### config.mk
export PLATFORM = sky130hd
export DESIGN_NAME = instr_sequencer_flat
export DESIGN_NICKNAME = d
export VERILOG_FILES = /design/src/rtl/instr_seq_pkg.sv /design/src/rtl/instr_seq_if.sv /design/src/rtl/instr_sequencer_prog_mem.sv /design/src/rtl/instr_sequencer.sv /design/src/flat_wrapper.sv
export SDC_FILE = /design/constraint.sdc
export NUM_CORES = 1
export LEC_CHECK = 0
export BUFFER_PORTS_ARGS = -buffer_cell sky130_fd_sc_hd__buf_2
export CAP_MARGIN = 20
export CELL_PAD_IN_SITES_DETAIL_PLACEMENT = 1
export CELL_PAD_IN_SITES_GLOBAL_PLACEMENT = 2
export CORE_UTILIZATION = 51
export CTS_CLUSTER_SIZE = 8
export DETAILED_ROUTE_END_ITERATION = 8
export PLACE_DENSITY = 0.95
export SYNTH_ARGS = -nofsm -noshare
export SYNTH_HDL_FRONTEND = slang
export SYNTH_SLANG_ARGS = --single-unit
### constraint.sdc
create_clock -name clock -period 5.4 [get_ports clock]
set_input_delay 0 -clock clock [delete_from_list [all_inputs] [get_ports clock]]
set_output_delay 0 -clock clock [all_outputs]
set_load 0.01 [all_outputs]
### src/rtl/instr_seq_pkg.sv
// instr_seq_pkg: shared types and constants for the instruction sequencer.
//  - seq_state_e : sequencer FSM state encoding (ST_BRK exists only when
//                  INSTR_SEQ_BREAKPOINT_EN is defined)
//  - instruction field positions and the opcodes benches use to build programs
//  - opc_of()    : extracts the opcode field from an instruction word
package instr_seq_pkg;

`ifdef INSTR_SEQ_BREAKPOINT_EN
  typedef enum logic [2:0] {
    ST_IDLE  = 3'd0,
    ST_FETCH = 3'd1,
    ST_ISSUE = 3'd2,
    ST_WAIT  = 3'd3,
    ST_HALT  = 3'd4,
    ST_ERR   = 3'd5,
    ST_BRK   = 3'd6
  } seq_state_e;
`else
  typedef enum logic [2:0] {
    ST_IDLE  = 3'd0,
    ST_FETCH = 3'd1,
    ST_ISSUE = 3'd2,
    ST_WAIT  = 3'd3,
    ST_HALT  = 3'd4,
    ST_ERR   = 3'd5
  } seq_state_e;
`endif

  // Instruction word layout: opcode[15:13], rx[12:10], ry[9:7], imm[9:0]
  localparam int OPC_MSB = 15;
  localparam int RX_MSB  = 12;
  localparam int RY_MSB  = 9;
  localparam int IMM_W   = 10;

  localparam logic [2:0] OPC_MVI    = 3'b101;
  localparam logic [2:0] OPC_ADD    = 3'b010;
  localparam logic [2:0] OPC_MV_OUT = 3'b100;

  function automatic logic [2:0] opc_of(input logic [15:0] w);
    return w[OPC_MSB -: 3];
  endfunction

endpackage

### src/rtl/instr_seq_if.sv
// instr_seq_if: program-load port plus processor-side iin/run/done handshake
// of the instruction sequencer.
//  master : program loader / processor side (drives wr_*, prog_len, start,
//           abort, done; observes iin, run, pc, busy, halted, err)
//  slave  : the sequencer itself
// With INSTR_SEQ_BREAKPOINT_EN defined, bp_en / bp_addr are added (master
// drives them).
interface instr_seq_if #(
  parameter int ADDR_W = 5,
  parameter int DATA_W = 16
);
  logic              wr_en;
  logic [ADDR_W-1:0] wr_addr;
  logic [DATA_W-1:0] wr_data;
  logic [ADDR_W:0]   prog_len;
  logic              start;
  logic              abort;
  logic              done;
  logic [DATA_W-1:0] iin;
  logic              run;
  logic [ADDR_W-1:0] pc;
  logic              busy;
  logic              halted;
  logic              err;
`ifdef INSTR_SEQ_BREAKPOINT_EN
  logic              bp_en;
  logic [ADDR_W-1:0] bp_addr;
`endif

  modport master (
`ifdef INSTR_SEQ_BREAKPOINT_EN
    output bp_en, bp_addr,
`endif
    output wr_en, wr_addr, wr_data, prog_len, start, abort, done,
    input  iin, run, pc, busy, halted, err
  );

  modport slave (
`ifdef INSTR_SEQ_BREAKPOINT_EN
    input  bp_en, bp_addr,
`endif
    input  wr_en, wr_addr, wr_data, prog_len, start, abort, done,
    output iin, run, pc, busy, halted, err
  );

endinterface

### src/rtl/instr_sequencer_prog_mem.sv
// prog_mem: program store, DATA_W x 2**ADDR_W, one write port and one
// registered read port.
//  clock, resetn   : clock / async active-low reset (read register only;
//                    array contents are never reset)
//  wr_en_i/_addr_i/_data_i : synchronous write
//  rd_en_i, rd_addr_i      : load rd_data_o from mem[rd_addr_i] on the edge
//  rd_data_o               : read register, holds its value when rd_en_i=0
module prog_mem #(
  parameter int ADDR_W = 5,
  parameter int DATA_W = 16
) (
  input  logic              clock,
  input  logic              resetn,
  input  logic              wr_en_i,
  input  logic [ADDR_W-1:0] wr_addr_i,
  input  logic [DATA_W-1:0] wr_data_i,
  input  logic              rd_en_i,
  input  logic [ADDR_W-1:0] rd_addr_i,
  output logic [DATA_W-1:0] rd_data_o
);

  logic [DATA_W-1:0] mem_q [2**ADDR_W];
  logic [DATA_W-1:0] rd_q;

  always_ff @(posedge clock) begin
    if (wr_en_i) mem_q[wr_addr_i] <= wr_data_i;
  end

  // The sequencer never reads and writes on the same edge (writes only when
  // idle/halted, reads only while fetching), so no bypass is needed.
  always_ff @(posedge clock or negedge resetn) begin
    if (!resetn)      rd_q <= '0;
    else if (rd_en_i) rd_q <= mem_q[rd_addr_i];
  end

  assign rd_data_o = rd_q;

endmodule

### src/rtl/instr_sequencer.sv
// instr_sequencer: feeds a stored program one instruction at a time to the
// processor. Each word is fetched into iin, announced with a 1-cycle run
// strobe, and the sequencer then waits for the processor's done pulse.
//  clock, resetn : system clock, async active-low reset
//  bus (slave)   : program write port (wr_en/wr_addr/wr_data), prog_len,
//                  start, abort, done in; iin, run, pc, busy, halted, err out
// Parameters: ADDR_W (depth 2**ADDR_W), DATA_W, TIMEOUT (WAIT watchdog in
// cycles, 0 disables it).
// Optional: INSTR_SEQ_BREAKPOINT_EN adds bp_en/bp_addr and a BRK state that
// stops before issuing the word at bp_addr until start resumes it.
module instr_sequencer
  import instr_seq_pkg::*;
#(
  parameter int ADDR_W  = 5,
  parameter int DATA_W  = 16,
  parameter int TIMEOUT = 64
) (
  input logic        clock,
  input logic        resetn,
  instr_seq_if.slave bus
);

  localparam int WD_W = (TIMEOUT > 1) ? $clog2(TIMEOUT) : 1;
  // Program length is clamped to the memory depth so pc can never wrap.
  localparam logic [ADDR_W:0] DEPTH = {1'b1, {ADDR_W{1'b0}}};

  seq_state_e        state_q, state_d;
  logic [ADDR_W-1:0] pc_q, pc_d;
  logic [ADDR_W:0]   len_q, len_d;
  logic [WD_W-1:0]   wdog_q, wdog_d;
  logic              mem_we;
  logic              rd_en;
  logic              last_w;
  logic [DATA_W-1:0] iin_w;

  assign last_w = ({1'b0, pc_q} == (len_q - 1'b1));

`ifdef INSTR_SEQ_BREAKPOINT_EN
  logic bp_hit;
  assign bp_hit = bus.bp_en && (pc_q == bus.bp_addr);
`endif

  // The read register of the RAM is iin itself: it only loads in FETCH (or
  // on a BRK resume), which keeps iin stable through ISSUE and WAIT.
  prog_mem #(
    .ADDR_W (ADDR_W),
    .DATA_W (DATA_W)
  ) u_prog_mem (
    .clock     (clock),
    .resetn    (resetn),
    .wr_en_i   (mem_we),
    .wr_addr_i (bus.wr_addr),
    .wr_data_i (bus.wr_data),
    .rd_en_i   (rd_en),
    .rd_addr_i (pc_q),
    .rd_data_o (iin_w)
  );

  always_ff @(posedge clock or negedge resetn) begin
    if (!resetn) begin
      state_q <= ST_IDLE;
      pc_q    <= '0;
      len_q   <= '0;
      wdog_q  <= '0;
    end else begin
      state_q <= state_d;
      pc_q    <= pc_d;
      len_q   <= len_d;
      wdog_q  <= wdog_d;
    end
  end

  always_comb begin
    state_d = state_q;
    pc_d    = pc_q;
    len_d   = len_q;
    wdog_d  = wdog_q;
    mem_we  = 1'b0;
    rd_en   = 1'b0;

    case (state_q)
      ST_IDLE, ST_HALT, ST_ERR: begin
        // Writes commit on the same edge start is taken, so FETCH sees them.
        mem_we = bus.wr_en;
        if (bus.start) begin
          if (bus.prog_len != '0) begin
            len_d   = (bus.prog_len > DEPTH) ? DEPTH : bus.prog_len;
            pc_d    = '0;
            state_d = ST_FETCH;
          end else begin
            state_d = ST_HALT;
          end
        end
      end

      ST_FETCH: begin
        rd_en   = 1'b1;
        state_d = ST_ISSUE;
`ifdef INSTR_SEQ_BREAKPOINT_EN
        if (bp_hit) begin
          rd_en   = 1'b0;
          state_d = ST_BRK;
        end
`endif
      end

      ST_ISSUE: begin
        // done in this cycle belongs to no instruction yet and is dropped.
        wdog_d  = '0;
        state_d = ST_WAIT;
      end

      ST_WAIT: begin
        if (bus.done) begin
          if (last_w) begin
            state_d = ST_HALT;
          end else begin
            pc_d    = pc_q + 1'b1;
            state_d = ST_FETCH;
          end
        end else begin
          wdog_d = wdog_q + 1'b1;
          if ((TIMEOUT != 0) && (wdog_q == WD_W'(TIMEOUT - 1))) state_d = ST_ERR;
        end
      end

`ifdef INSTR_SEQ_BREAKPOINT_EN
      // Resume loads the word directly and skips FETCH, so the breakpoint
      // on this pc is not taken a second time.
      ST_BRK: begin
        if (bus.start) begin
          rd_en   = 1'b1;
          state_d = ST_ISSUE;
        end
      end
`endif

      default: state_d = ST_IDLE;
    endcase

    // abort wins over everything; pc/iin are left as they are for debug.
    if (bus.abort) begin
      state_d = ST_IDLE;
      pc_d    = pc_q;
      len_d   = len_q;
      wdog_d  = wdog_q;
      rd_en   = 1'b0;
    end
  end

  // run is decoded from state so it drops immediately on async reset.
  assign bus.run    = (state_q == ST_ISSUE) && !bus.abort;
  assign bus.iin    = iin_w;
  assign bus.pc     = pc_q;
  assign bus.halted = (state_q == ST_HALT);
  assign bus.err    = (state_q == ST_ERR);
`ifdef INSTR_SEQ_BREAKPOINT_EN
  assign bus.busy   = (state_q == ST_FETCH) || (state_q == ST_ISSUE) ||
                      (state_q == ST_WAIT)  || (state_q == ST_BRK);
`else
  assign bus.busy   = (state_q == ST_FETCH) || (state_q == ST_ISSUE) ||
                      (state_q == ST_WAIT);
`endif

endmodule
### src/flat_wrapper.sv
// flat-port wrapper written by rule: the top's interface ports become plain ports
module instr_sequencer_flat import instr_seq_pkg::*;
#(
  parameter int ADDR_W  = 5,
  parameter int DATA_W  = 16,
  parameter int TIMEOUT = 64
)
  (clock, resetn, bus_wr_en, bus_wr_addr, bus_wr_data, bus_prog_len, bus_start, bus_abort, bus_done, bus_iin, bus_run, bus_pc, bus_busy, bus_halted, bus_err);
  instr_seq_if #(.ADDR_W(ADDR_W), .DATA_W(DATA_W)) bus_i ();
  input logic clock;
  input logic resetn;
  input wire logic [$bits(bus_i.wr_en)-1:0] bus_wr_en;
  input wire logic [$bits(bus_i.wr_addr)-1:0] bus_wr_addr;
  input wire logic [$bits(bus_i.wr_data)-1:0] bus_wr_data;
  input wire logic [$bits(bus_i.prog_len)-1:0] bus_prog_len;
  input wire logic [$bits(bus_i.start)-1:0] bus_start;
  input wire logic [$bits(bus_i.abort)-1:0] bus_abort;
  input wire logic [$bits(bus_i.done)-1:0] bus_done;
  output wire logic [$bits(bus_i.iin)-1:0] bus_iin;
  output wire logic [$bits(bus_i.run)-1:0] bus_run;
  output wire logic [$bits(bus_i.pc)-1:0] bus_pc;
  output wire logic [$bits(bus_i.busy)-1:0] bus_busy;
  output wire logic [$bits(bus_i.halted)-1:0] bus_halted;
  output wire logic [$bits(bus_i.err)-1:0] bus_err;
  assign bus_i.wr_en = bus_wr_en;
  assign bus_i.wr_addr = bus_wr_addr;
  assign bus_i.wr_data = bus_wr_data;
  assign bus_i.prog_len = bus_prog_len;
  assign bus_i.start = bus_start;
  assign bus_i.abort = bus_abort;
  assign bus_i.done = bus_done;
  assign bus_iin = bus_i.iin;
  assign bus_run = bus_i.run;
  assign bus_pc = bus_i.pc;
  assign bus_busy = bus_i.busy;
  assign bus_halted = bus_i.halted;
  assign bus_err = bus_i.err;
  instr_sequencer #(.ADDR_W(ADDR_W), .DATA_W(DATA_W), .TIMEOUT(TIMEOUT)) u_core (.clock(clock), .resetn(resetn), .bus(bus_i));
endmodule
==> flow_summary.toml <==
[synthesis]
ys_async_sr_fraction_pct = 6.57
synth_area_mm2 = 0.0218
synth-xor-area-share_pct = 0.321
synth_mux_area_share_pct = 11.9
synth_seq_cells = 548
yosysWarnings = 0
ys_types = 50
yosys.area_share.simple_pct = 3.40
synth-seq-area-share_pct = 74.7
synthCells = 1267
synth_edf_count = 512
synth_compound_gate_area_share_pct = 7.66
synth_top_family_by_area = "multiplexers"
syn_avg_cell_area_um2 = 17.2
synth_fa_ha_area_share_pct = 0.172
synth_flop_cell = "edfxtp_1"
syn-num-nets = 1303

[routing]
drt-wirelength-per-cell_um = 31.9
antenna_left = 0
first_iter_violations = 1425
via_per_inst = 6.55
drtPass1Iterations = 5
vias = 13000
remaining_drc_errors = 0
wirelength_um = 63300

[clock_tree]
clk_pin_slew_ns = 0.05
cts_root_buf = "clkbuf_16"
htree_levels = 3
cts_buffer_depth = 3
cts.sinks = 548
cts_tree = "built"
clk_latency_ns = 0.59
numCtsBuffers = 78

[sta]
finalMaxSlewViolations = 0
rsz0062_at_grt = "no"
hold_slack_ns = -0.00176
slew_headroom_pct = 24.1
finalSetupViolCount = 0
min_period_over_period_pct = 64.6
setup_tns_ns = 0
fmax_mhz = 286
tightest_slew_ns = 1.14
finClkSkew_ns = 0.0272
period_minus_slack_ns = 3.49
hold_violations = 2
worst_slack_ns = 1.91

[place]
hpwl_um = 33300
dpl.cell_count = 1826
pre_cts_ws_ns = 2.08
gp_congestion = 0.851
port_buffers = 57

[global_routing]
track_usage_pct = 29.0
grt-ovfl-total = 0
grt_pass1_wl_um = 91300
antenna_found_initial = 3
grt_max_degree = 97
grt_pass1_vias = 14000

[floorplan]
rows = 75
core_mm2 = 0.0420
dieHeight_um = 209
die_x_um = 209
boundaryPins = 58
start_util_pct = 51.8
die_area_mm2 = 0.0436

[power]
p_switching_mw = 2.37
power_density_mw_per_mm2 = 400
switching_share_pct = 23.5
pwr-share-clk_pct = 44.4
power_frac_comb_pct = 7.3
finalPower_mw = 10.1
peakVddDrop_uv = 262
leakage_nw = 7.97
seqPwrFrac_pct = 48.2
p_int_mw = 7.72

[critical_path]
cp_common_cell = "buf_12"
crit_arrival_ns = 3.93
cpMaxStageDelayCell = "dfrtp_4"
worst-path-buf-inv = 2
critPathTopFamily = "buffers and inverters"
path_class = "reg2reg"
worstPathCellList = "buf_12 -> buf_12 -> mux2i_1 -> a22oi_1 -> a21oi_1 -> o41ai_1"
crit_path_end_kind = "flip-flop"
critical-path-max-stage-delay_ns = 0.92
critPathRequiredTime_ns = 5.84
cp_max_fo = 96
start_kind = "flip-flop"

[min_path]
min-delay-path-class = "in2reg"

[status]
run_status = "finished, violations left"
violations = "negative hold slack"

[final_layout]
post-route-util_pct = 60.1
drive_above_1_share_pct = 14.5
multi_input_area_mm2 = 0.00515
fill_cells = 3687
nNetsFinal = 1432
areaGrowthSynthToFinish_pct = 15.9
final_cells = 1980
register_area_mm2 = 0.0163

[run]
max-cap-violations = 0
-- metal layers --
layer	wire, µm	vias up	GRT usage [%]
met2	31400	761	48.4
met3	5370	166	6.21
met4	2820	2	14.4
met5	16	-	0
li1	-	5356	-
met1	23600	6689	36.0
-- cell type report --
cell class	count	area share (%)
Sequential cell	548	64.4
Multi-Input combinational cell	639	20.4
Timing Repair Buffer	124	3.71
Antenna cell	2	0.0198
Tap cell	539	2.67
Clock buffer	118	8.49
Inverter	5	0.0743
Clock inverter	5	0.183
-- what timing repair did --
| action | in CTS | in global routing |
|---|---|---|
| endpoints found under the hold margin | 351 | 8 |
| hold buffers | 26 | 1 |
| setup buffers | 0 | 0 |
| resized for setup | 0 | 0 |
-- sequential cells by signal (all words and copies together), names as in the netlist --
name,count
u_core.u_prog_mem.mem_q,512
u_core.u_prog_mem.rd_data_o,16
u_core.len_q,6
u_core.wdog_q,6
u_core.bus.pc,5
u_core.state_q,3
-- Yosys cell counts, drive strengths merged (7+ instances only) --
library cell	instances	area, µm²
nand2	42	158
dfrtp	36	901
o22ai	17	106
nand3b	8	60.1
nor2	52	195
mux2i	259	2590
a22oi	64	480
buf	44	274
clkbuf	31	116
o41ai	16	178
nor2b	7	43.8
a22o	33	289
a221oi	32	299
edfxtp	512	15400
a21oi	37	185
-- path summary, 6_finish.rpt --
path | slack [ns] | end | start | cells past startpoint
max | 1.91 | u_core.u_prog_mem.rd_data_o[1] | u_core.bus.pc[1] | 6
max in group asynchronous | 4.55 | u_core.bus.pc[1] | resetn | 4
max reg2reg | 1.91 | u_core.u_prog_mem.rd_data_o[1] | u_core.bus.pc[1] | 6
min reg2reg | 0.50 | u_core.u_prog_mem.rd_data_o[14] | u_core.u_prog_mem.rd_data_o[14] | 2
min | -0.002 | u_core.u_prog_mem.mem_q[22][10] | bus_wr_data[10] | 1
min in group asynchronous | 0.35 | u_core.u_prog_mem.rd_data_o[0] | resetn | 3
-- per-stage QoR --
stage          area (µm²)  hold slack, ns
2_1_floorplan       21800          -0.296
3_3_place_gp        22700           0.205
3_5_place_dp        22700           0.234
4_1_cts             25200         0.00632
5_1_grt             25300          0.0204
6_report            25300        -0.00176
-- cell families after synthesis --
kind of cell / Yosys count
AND/OR/NAND/NOR: 151
buffers and inverters: 80
XOR/XNOR: 8
flip-flops: 548
multiplexers: 259
adder cells (fa/ha/maj): 3
AO/OA/AOI/OAI: 218
-- power by group through the flow --
stage	clock, mW	sequential, mW	combinational [mW]
4_1_cts	4.51	4.86	0.733
3_3_place_gp	0	4.93	0.641
6_report	4.49	4.87	0.739
5_1_grt	4.66	4.87	0.782
3_5_place_dp	0	4.94	0.688
2_1_floorplan	0	4.92	0.354
-- cells in the final DEF, fill, tap and decap left out, types with 8 or more instances in the layout --
cell	instances
o22ai_1	17
a21oi_1	37
buf_4	34
nor2_2	8
nand3b_1	8
a22oi_1	64
o41ai_1	11
clkbuf_1	38
nor2_1	43
edfxtp_1	512
dfrtp_1	35
nand2_1	42
a22o_1	33
a221oi_1	29
clkbuf_16	80
buf_2	57
mux2i_1	259
dlygate4sd3_1	27
-- worst register-to-register path, delay by kind of cell (launching register included) --
kind                   cells  cell delay (ns)
AOI/OAI and AO/OA          3             1.00
buffers and inverters      2             1.17
DFF                        1             0.92
muxes                      1             0.25
Note: power is estimated with default switching activity, not from simulation.
